$ cat config.mk
export PLATFORM = sky130hd
export DESIGN_NAME = zero_count_unit
export DESIGN_NICKNAME = d
export VERILOG_FILES = /design/src/rtl/zero_count_pkg.sv /design/src/rtl/bit_reverse.sv /design/src/rtl/zero_count_unit.sv
export SDC_FILE = /design/constraint.sdc
export NUM_CORES = 1
export LEC_CHECK = 0
export ABC_CLOCK_PERIOD_IN_PS = 3800
export CAP_MARGIN = 20
export CORE_MARGIN = 2
export CORE_UTILIZATION = 40
export CTS_BUF_LIST = sky130_fd_sc_hd__clkbuf_4
export CTS_CLUSTER_DIAMETER = 60
export DETAILED_ROUTE_END_ITERATION = 6
export HOLD_SLACK_MARGIN = 0.15
export PLACE_DENSITY = 0.61
export SYNTH_ARGS = -nofsm -noshare
export SYNTH_HDL_FRONTEND = slang
export SYNTH_SLANG_ARGS = --single-unit
export TNS_END_PERCENT = 100
$ cat constraint.sdc
create_clock -name clk -period 3.8 [get_ports clk]
set_clock_uncertainty 0.2 [all_clocks]
set_input_delay 0.76 -clock clk [delete_from_list [all_inputs] [get_ports clk]]
set_output_delay 0.76 -clock clk [all_outputs]
set_load 0.05 [all_outputs]
$ cat src/rtl/zero_count_pkg.sv
// Shared types for the zero-count unit.
//   zc_state_t : controller states (idle, binary search in progress, result held)
//   zc_mode_t  : operation select (count leading zeros / count trailing zeros)
package zero_count_pkg;

  typedef enum logic [1:0] {ZC_IDLE, ZC_SEARCH, ZC_DONE} zc_state_t;
  typedef enum logic {ZC_CLZ, ZC_CTZ} zc_mode_t;

endpackage

$ cat src/rtl/bit_reverse.sv
// Purely combinational bit reversal. The trailing-zero path reuses the
// leading-zero search by reversing the operand on capture.
//   i_data : operand
//   o_data : operand with bit i moved to bit WIDTH-1-i
module bit_reverse #(
  parameter int WIDTH = 32
) (
  input  logic [WIDTH-1:0] i_data,
  output logic [WIDTH-1:0] o_data
);

  for (genvar g = 0; g < WIDTH; g++) begin : g_rev
    assign o_data[g] = i_data[WIDTH-1-g];
  end

endmodule

$ cat src/rtl/zero_count_unit.sv
// Multi-cycle leading/trailing zero counter with valid/ready handshakes.
// A binary search halves the window once per clock, so the result of a
// non-zero operand is ready LOG2W clocks after the accept edge; an all-zero
// operand skips the search and is ready right after the accept edge.
//
// Ports
//   clk, reset            clock; asynchronous active-low reset
//   flush                 synchronous abort of any in-flight or unread result
//   in_valid/in_ready     request handshake (in_ready combinationally follows
//                         out_ready while a result is held, for back-to-back use)
//   in_data/in_mode/in_tag  operand, CLZ(0)/CTZ(1), sideband tag
//   out_valid/out_ready   result handshake
//   out_count/out_zero/out_tag  zero count 0..WIDTH, all-zero flag, echoed tag
//
// state     | meaning
// ----------+-------------------------------------------------------------
// ZC_IDLE   | no operation; ready to accept
// ZC_SEARCH | halving the search window, one step per clock
// ZC_DONE   | result presented, held until out_ready
module zero_count_unit
  import zero_count_pkg::*;
#(
  parameter int WIDTH = 32,
  parameter int TAG_W = 4
) (
  input  logic                     clk,
  input  logic                     reset,
  input  logic                     flush,
  input  logic                     in_valid,
  output logic                     in_ready,
  input  logic [WIDTH-1:0]         in_data,
  input  logic                     in_mode,
  input  logic [TAG_W-1:0]         in_tag,
  output logic                     out_valid,
  input  logic                     out_ready,
  output logic [$clog2(WIDTH):0]   out_count,
  output logic                     out_zero,
  output logic [TAG_W-1:0]         out_tag
);

  localparam int LOG2W = $clog2(WIDTH);
  localparam int CW    = LOG2W + 1;
  localparam int SW    = LOG2W;

  zc_state_t        r_state, w_state_nxt;
  logic [WIDTH-1:0] r_sr, w_sr_nxt;
  logic [CW-1:0]    r_count, w_count_nxt;
  logic [SW-1:0]    r_step, w_step_nxt;
  logic [TAG_W-1:0] r_tag, w_tag_nxt;
  logic             r_zero, w_zero_nxt;

  logic [WIDTH-1:0] w_rev;
  logic [WIDTH-1:0] w_capture;
  logic [CW-1:0]    w_half;
  logic [WIDTH-1:0] w_mask;
  logic             w_upper_zero;
  logic             w_accept;

  bit_reverse #(.WIDTH(WIDTH)) u_bit_reverse (
    .i_data (in_data),
    .o_data (w_rev)
  );

  assign w_capture = (zc_mode_t'(in_mode) == ZC_CTZ) ? w_rev : in_data;

  // Window under test is the top 'half' bits of the shift register.
  assign w_half       = {{(CW-1){1'b0}}, 1'b1} << r_step;
  assign w_mask       = ~({WIDTH{1'b1}} >> w_half);
  assign w_upper_zero = ((r_sr & w_mask) == '0);

  assign in_ready  = (r_state == ZC_IDLE) || ((r_state == ZC_DONE) && out_ready);
  assign w_accept  = in_valid && in_ready && !flush;

  assign out_valid = (r_state == ZC_DONE);
  assign out_count = r_count;
  assign out_zero  = r_zero;
  assign out_tag   = r_tag;

  always_comb begin
    w_state_nxt = r_state;
    w_sr_nxt    = r_sr;
    w_count_nxt = r_count;
    w_step_nxt  = r_step;
    w_tag_nxt   = r_tag;
    w_zero_nxt  = r_zero;

    if (flush) begin
      w_state_nxt = ZC_IDLE;
    end else if (w_accept) begin
      w_sr_nxt   = w_capture;
      w_tag_nxt  = in_tag;
      w_step_nxt = SW'(LOG2W - 1);
      if (in_data == '0) begin
        w_count_nxt = CW'(WIDTH);
        w_zero_nxt  = 1'b1;
        w_state_nxt = ZC_DONE;
      end else begin
        w_count_nxt = '0;
        w_zero_nxt  = 1'b0;
        w_state_nxt = ZC_SEARCH;
      end
    end else begin
      case (r_state)
        ZC_SEARCH: begin
          if (w_upper_zero) begin
            w_sr_nxt    = r_sr << w_half;
            w_count_nxt = r_count + w_half;
          end
          if (r_step == '0) w_state_nxt = ZC_DONE;
          else              w_step_nxt  = r_step - 1'b1;
        end
        ZC_DONE: begin
          if (out_ready) w_state_nxt = ZC_IDLE;
        end
        default: ;
      endcase
    end
  end

  always_ff @(posedge clk or negedge reset) begin
    if (!reset) begin
      r_state <= ZC_IDLE;
      r_sr    <= '0;
      r_count <= '0;
      r_step  <= '0;
      r_tag   <= '0;
      r_zero  <= 1'b0;
    end else begin
      r_state <= w_state_nxt;
      r_sr    <= w_sr_nxt;
      r_count <= w_count_nxt;
      r_step  <= w_step_nxt;
      r_tag   <= w_tag_nxt;
      r_zero  <= w_zero_nxt;
    end
  end

endmodule
==> results.md, run 1 <==
- Run status: finished clean
- Required time at the endpoint of the critical path: 3930 ps
- Maximum frequency from static timing analysis: just over 0.3 GHz
- Highest-utilization routing layer at the global route stage: met2
- Routability congestion estimate from global placement: a little under 1
- Detailed Routing Iterations Pass 1: 5
- DR WL/cell: around 23 um
- Worst hold path depth: 2
- First-iteration detailed-routing DRC count: between 500 and 600
- Transition time of the tightest slew-check pin: 785 ps
- I/O pin count: 55
- Worst path top cell family by delay: simple AND/OR/NAND/NOR gates
- Post-Route WL: 16900 um
- Max transition margin: 47.2%
- Library cells used by synthesis: 77
- HPWL Detailed: 12700 um
- Global routing usage on met1: 40.2%
- Overall track demand over capacity in global routing: 26.9%
- Overflow left after global routing: 0
- Resized Gates After CTS: 0
- Clock latency reported for the late side of the worst-skew pair: a little under 400 ps
- Reg-to-reg startpoint: r_step[3]
- Clock Tree Root: sky130_fd_sc_hd__clkbuf_4
- Final TNS setup: 0 ps
- Final WS setup: 503 ps
- Layout Cell Area excl Fill: 5330 um^2
- Longest Clk Path Bufs: 2
- Hold WS: roughly 300 ps
- Site row count: 38
- Share of the cycle needed by the critical path after routing: 86.8%
- Hold wc startpoint: out_tag[1]
- Reported max-cap violation count: 0
- Die height: 111 um
- Minimum period implied by the final worst setup slack: between 3000 and 4000 ps
- Portion of the post-synthesis area used by sequential elements: 27.4%
- First-pass GRT wire length: 26200 um
- Placement-stage worst setup slack: 529 ps
- Setup Crit Path Kind: register to register
- Number of nets at the end of the flow: 630
- Horizontal die dimension: 111 um
- Number of clock buffers inserted by TritonCTS: 5
- Layout overhead on the synthesized area: 16.8%
- Critical path buffer and inverter count: 2
- Filler cell count in the final layout: 1033
- Hold WC Path Type: register to register
- Power per cell area: roughly 700 nW/um^2
- Number of synthesized register bits: 50
- Flip-flop cell with the highest count after synthesis: sky130_fd_sc_hd__dfrtp_1
- Number of global-route vias before repair: approximately 4400
- Count of input and output buffers: 54
- DRC errors left: 0
- Hold path endpoint: out_tag[1]
- Total placed instance area: 5240 um^2
- Clock-pin transition on the worst setup and hold timing paths: 170 ps
- Setup repair after global routing missed its margin: no
- Synthesized cell area: 4560 um^2
- Ordered cell list for the critical path: buf_4 > nor3_2 > nand3_1 > clkinv_1 > ha_1 > nand2_1 > o211ai_1 > a21oi_1 > xnor2_1 > or3_1 > a31oi_1
- Slowest Stage Delay on Critical Path: between 500 and 600 ps
- Fraction of final layout cells with drive strength greater than 1: 11.9%
- Depth of the worst register-to-register path: 11
- Clock tree from TritonCTS: done
- Met3 Track Usage GR: 4.92%
- Die outline area: 12300 um^2
- Number of setup buffers added after CTS: 0
- Register-to-register setup slack: a little over 500 ps
- Number of H-tree levels: 2
- Net count of the mapped netlist: 583
- Vias after detailed routing: 4767
- Number of hold violations in the final report: 0
- Setup-failing EPs final: 0
- Leakage power: roughly 0.0021 uW
- Mean cell area of the mapped netlist: 8.55 um^2
- Proportion of synthesized flip-flops having asynchronous set or reset: 100%
- Number of sinks on the clock net: 50
- CP endpoint kind: register
- CP Launch Type: register
- Initial antenna violation count: 0
- Instance count of the mapped netlist: 533
- Initial core utilization: between 40% and 50%
- Crit Path Max Fanout: 11
- Diodes inserted: 0
- Vias per inst: 6.61
- Count of yosys warnings during synthesis: 0
- Critical path's slowest cell: sky130_fd_sc_hd__dfrtp_1
- IR drop worst, VDD: 259 uV
- Area inside the core boundary: 11000 um^2
- Final core utilization: 48.5%
- Final Max Tran Viols: 0
- Met2 Resource Use GR: 40.3%
- Worst reg2reg path endpoint: out_count[5]
- Signal arrival time at the worst endpoint: 3430 ps
- DRT antenna net count: 0
- Maximum number of pins on one net before global-route repair: 33
- Number of flops mapped to enable cells by yosys: 0
-- worst max path at each step --
| stage | from | end | slack [ps] | cells past startpoint |
|---|---|---|---|---|
| floorplan | r_step[2] | out_count[5] | 1010 | 11 |
| global placement | flush | r_sr[10] | 550 | 7 |
| detailed placement | flush | r_sr[10] | 530 | 7 |
| CTS | r_step[3] | out_count[5] | 520 | 11 |
| global route | r_step[3] | out_count[5] | 330 | 11 |
| finish | r_step[3] | out_count[5] | 500 | 11 |
-- worst min-delay path, stage by stage (launching register included) --
cell                      delay, ps
sky130_fd_sc_hd__dfrtp_1        370
sky130_fd_sc_hd__nand2_1         50
sky130_fd_sc_hd__nand2_1         50
-- sequential cells by signal, summed over array words and instances (netlist names) --
name and count:
r_sr 32, out_count 6, r_step 5, out_tag 4
r_state 2, out_zero 1
-- kinds of logic (layout without fill, tap and decap cells) --
logic type / after synthesis / after routing / share of synthesized area, %
mux: 67 / 67 / 16.7
buf+inv: 59 / 107 / 6.31
simple gates: 178 / 178 / 19.8
fa+ha+maj: 8 / 8 / 2.36
xor+xnor: 3 / 3 / 0.576
compound gates: 168 / 168 / 26.8
flops: 50 / 50 / 27.4
-- placed cells by master, fill, tap and decap left out, types with 6 or more instances in the layout --
cell	instances
sky130_fd_sc_hd__nor3_1	10
sky130_fd_sc_hd__o211ai_1	15
sky130_fd_sc_hd__inv_1	16
sky130_fd_sc_hd__o22ai_1	10
sky130_fd_sc_hd__a211oi_1	7
sky130_fd_sc_hd__nand2_1	70
sky130_fd_sc_hd__mux4_2	6
sky130_fd_sc_hd__o21ai_0	31
sky130_fd_sc_hd__or3_1	10
sky130_fd_sc_hd__nand3_1	6
sky130_fd_sc_hd__buf_4	26
sky130_fd_sc_hd__ha_1	7
sky130_fd_sc_hd__a21oi_1	28
sky130_fd_sc_hd__nor4_1	16
sky130_fd_sc_hd__mux2i_1	49
sky130_fd_sc_hd__mux2_2	9
sky130_fd_sc_hd__a22oi_1	6
sky130_fd_sc_hd__clkdlybuf4s50_1	51
sky130_fd_sc_hd__o221ai_1	12
sky130_fd_sc_hd__dfrtp_1	49
sky130_fd_sc_hd__nor2b_1	8
sky130_fd_sc_hd__a221o_1	6
sky130_fd_sc_hd__nor2_1	32
-- synth_stat cells, types with 3 or more instances --
library cell                count  area share [%]
sky130_fd_sc_hd__mux2i_1       49              11
sky130_fd_sc_hd__o221ai_1      12             2.3
sky130_fd_sc_hd__a221oi_1       5            0.96
sky130_fd_sc_hd__mux2_1         3            0.74
sky130_fd_sc_hd__mux4_2         6             3.0
sky130_fd_sc_hd__nor2_1        32             2.6
sky130_fd_sc_hd__mux2_2         9             2.2
sky130_fd_sc_hd__o22a_1         3            0.58
sky130_fd_sc_hd__o211ai_1      15             2.5
sky130_fd_sc_hd__and3_1         3            0.41
sky130_fd_sc_hd__clkbuf_1      16             1.3
sky130_fd_sc_hd__a211oi_1       7             1.2
sky130_fd_sc_hd__buf_2         14             1.5
sky130_fd_sc_hd__buf_1          3            0.25
sky130_fd_sc_hd__o22ai_1       10             1.4
sky130_fd_sc_hd__o2111ai_1      3            0.58
sky130_fd_sc_hd__buf_6          6             1.5
sky130_fd_sc_hd__nor2b_1        8             1.1
sky130_fd_sc_hd__nor4_1        16             2.2
sky130_fd_sc_hd__a31oi_1        5            0.69
sky130_fd_sc_hd__o21ai_1        3            0.33
sky130_fd_sc_hd__or3_1         10             1.4
sky130_fd_sc_hd__a211o_1        3            0.58
sky130_fd_sc_hd__nand2b_1       4            0.55
sky130_fd_sc_hd__dfrtp_1       50              27
sky130_fd_sc_hd__nand4_1        3            0.41
sky130_fd_sc_hd__nand3_1        6            0.66
sky130_fd_sc_hd__a21oi_1       28             3.1
sky130_fd_sc_hd__inv_1         16             1.3
sky130_fd_sc_hd__nor3_1        10             1.1
sky130_fd_sc_hd__a22oi_1        6            0.99
sky130_fd_sc_hd__a221o_1        6             1.3
sky130_fd_sc_hd__o21ai_0       31             3.4
sky130_fd_sc_hd__nand2_1       70             5.8
sky130_fd_sc_hd__ha_1           7             1.9
-- report_power, final --
part	internal, uW	switching, uW
Combinational	888	1320
Clock	140	194
Sequential	701	379
Total	1730	1900
-- what timing repair did --
item                       CTS  global route
setup endpoints to repair    0             0
hold endpoints to repair     6             0
hold buffers                 1             0
-- layer usage --
metal | wire, um | vias to the layer above
met5 | 0 | -
met1 | 7440 | 2286
met3 | 1810 | 21
li1 | - | 2142
met4 | 297 | 0
met2 | 7330 | 318
-- layout make-up --
class | count | area (um^2) | area share (%)
clock inverter | 3 | 43.8 | 0.822
multi-input combinational | 424 | 3020 | 56.7
inverter | 19 | 71.3 | 1.34
sequential | 50 | 1250 | 23.5
timing repair buffer | 80 | 726 | 13.6
clock buffer | 5 | 37.5 | 0.705
tap | 140 | 175 | 3.29
-- metrics by stage --
stage	power [uW]	instances
5_1_grt	3820	721
2_1_floorplan	2470	533
3_3_place_gp	3230	712
4_1_cts	3540	721
3_5_place_dp	3200	712
6_report	3620	721
(Power assumes the default switching activity.)
==> run 2: changes to the inputs <==
ABC_CLOCK_PERIOD_IN_PS = 3100   (was 3800)
clock period = 3.1 ns   (was 3.8 ns; I/O delays follow)
==> run 2 against run 1 <==
Net effect:
- count of clock-buffer cells in the layout unchanged
- sequential share of layout area decreased by 0.75 points
- final area increased by 3.3%
- total power increased by 27%
- combinational power increased by 34%
- critical path type unchanged
- largest power group unchanged
==> results.md, run 2 (synthesis results as in run 1) <==
- Crit Path Max Fanout: 7
- Largest register FFs: 32
- Area inside the core boundary: 11000 um^2
- Worst path top cell family by delay: simple AND/OR/NAND/NOR gates
- Number of setup buffers added after CTS: 0
- Layout overhead on the synthesized area: 20.7%
- Setup repair after global routing missed its margin: no
- DR WL/cell: 24.0 um
- Hold WS: 305 ps
- Comb pwr share: 64.8%
- Number of H-tree levels: 2
- Number of clock buffers inserted by TritonCTS: 5
- Routability congestion estimate from global placement: approximately 1.0
- Longest Clk Path Bufs: 2
- Clock latency reported for the late side of the worst-skew pair: about 400 ps
- Maximum frequency from static timing analysis: 0.342 GHz
- Net switching fraction of the power: roughly 53%
- Site row count: 38
- Ordered cell list for the critical path: or3_1 > nor2_1 > ha_1 > a21oi_1 > o211ai_1 > a21oi_1 > xnor2_1 > or3_1 > a31oi_1
- Post-Route WL: 17800 um
- Critical path's slowest cell: sky130_fd_sc_hd__dfrtp_1
- Die outline area: 12300 um^2
- Launch point of the worst path: r_step[2]
- CTS hold repair buffers: 1
- Slowest Stage Delay on Critical Path: 470 ps
- DRC errors left: 0
- Overall track demand over capacity in global routing: 28.3%
- First-pass GRT wire length: about 27000 um
- Top library cells by usage in the layout, fill and taps aside: sky130_fd_sc_hd__nand2_1 (70), sky130_fd_sc_hd__clkdlybuf4s50_1 (51), sky130_fd_sc_hd__mux2i_1 (49), sky130_fd_sc_hd__dfrtp_1 (49), sky130_fd_sc_hd__buf_4 (44)
- Setup-failing EPs final: 0
- Final Max Tran Viols: 0
- Signal arrival time at the worst endpoint: 3060 ps
- Detailed Routing Iterations Pass 1: 5
- Clock Tree Root: sky130_fd_sc_hd__clkbuf_4
- Leakage power: 0.00218 uW
- Die height: 111 um
- Vias per inst: approximately 6.5
- Endpoint of the most critical setup path: out_count[5]
- Initial core utilization: 41.5%
- DRT antenna net count: 0
- Number of global-route vias before repair: approximately 4500
- Number of nets at the end of the flow: 651
- Diodes inserted: 0
- CP Launch Type: register
- Max transition margin: about 51%
- Clock tree from TritonCTS: done
- CP endpoint kind: register
- Minimum period implied by the final worst setup slack: 2920 ps
- Power per cell area: around 830 nW/um^2
- Total power draw: 4590 uW
- Final TNS setup: 0 ps
- Depth of the worst register-to-register path: 9
- Reported max-cap violation count: 0
- Most common library cell in the layout ignoring fill and taps: sky130_fd_sc_hd__nand2_1
- Fraction of final layout cells with drive strength greater than 1: 15.0%
- NetSw: between 2000 and 2500 uW
- Layout Cell Area excl Fill: 5500 um^2
- Transition time of the tightest slew-check pin: around 730 ps
- Reg-to-reg startpoint: r_step[2]
- First-iteration detailed-routing DRC count: approximately 610
- Resized Gates After CTS: 0
- Required time at the endpoint of the critical path: 3240 ps
- Number of hold violations in the final report: 0
- Hold WC Path Type: register to register
- HPWL Detailed: roughly 14000 um
- I/O pin count: 55
- Clock-pin transition on the worst setup and hold timing paths: 180 ps
- Initial antenna violation count: 0
- Setup Crit Path Kind: register to register
- Final core utilization: 50.1%
- Footprint of the multi-input gates: 3020 um^2
- Filler cell count in the final layout: 1056
- Vias after detailed routing: 4831
- Maximum number of pins on one net before global-route repair: 51
- Stages on the worst setup path: 9
- IR drop worst, VDD: 499 uV
- Register-to-register setup slack: 180 ps
- Number of sinks on the clock net: 50
- Sequential Area: 1250 um^2
- Largest register by flop count: r_sr
- Internal power: 2170 uW
- Count of input and output buffers: 54
- Total placed instance area: 5430 um^2
- Share of the cycle needed by the critical path after routing: 94.2%
- Horizontal die dimension: about 110 um
- Overflow left after global routing: 0
- Part of the total power dissipated in sequential elements: 27.7%
- Critical path buffer and inverter count: 0
- Worst reg2reg path endpoint: out_count[5]
- Run status: finished clean
- Clk network pwr share: roughly 7.5%
[run 2: power by group through the flow]
stage	sequential (uW)	clock, uW	combinational, uW
floorplan	1180	0	1850
global route	1280	372	3170
finish	1270	345	2970
global placement	1260	0	2920
detailed placement	1250	0	2880
CTS	1240	354	2900
[run 2: metrics by stage]
stage	cells	worst slack [ps]
after detailed placement	733	164
final	742	180
after floorplan	533	306
after global placement	733	193
after global routing	742	18.0
after CTS	742	226
[run 2: cell type report]
cell class | count | share of cell area, %
flip-flops and latches | 50 | 22.8
inverters | 19 | 1.30
multi-input cells | 424 | 54.9
clock buffers | 5 | 0.682
repair buffers | 101 | 16.7
well taps | 140 | 3.18
clock inverters | 3 | 0.432
[run 2: worst register-to-register path, delay by kind of cell, from the launching register on]
| kind | cells | cell delay (ps) |
|---|---|---|
| XOR/XNOR | 1 | 90 |
| AO/OA/AOI/OAI | 4 | 740 |
| flip-flops | 1 | 470 |
| adder cells (fa/ha/maj) | 1 | 290 |
| AND/OR/NAND/NOR | 3 | 1070 |
[run 2: per-layer routing]
metal  GRT usage (%)  vias to the layer above  routed length [um]
li1                -                     2179                   -
met1            42.2                     2320                8080
met2            42.3                      297                7690
met3            4.98                       35                1590
met4            7.42                        0                 434
met5               0                        -                   0
[run 2: how the worst min path moves through the flow]
stage / startpoint / end / cells after the start
floorplan: reset / out_count[0] / 0
global placement: out_tag[2] / out_tag[2] / 2
detailed placement: out_tag[0] / out_tag[0] / 2
CTS: out_tag[0] / out_tag[0] / 2
global route: out_tag[0] / out_tag[0] / 2
finish: out_tag[0] / out_tag[0] / 2
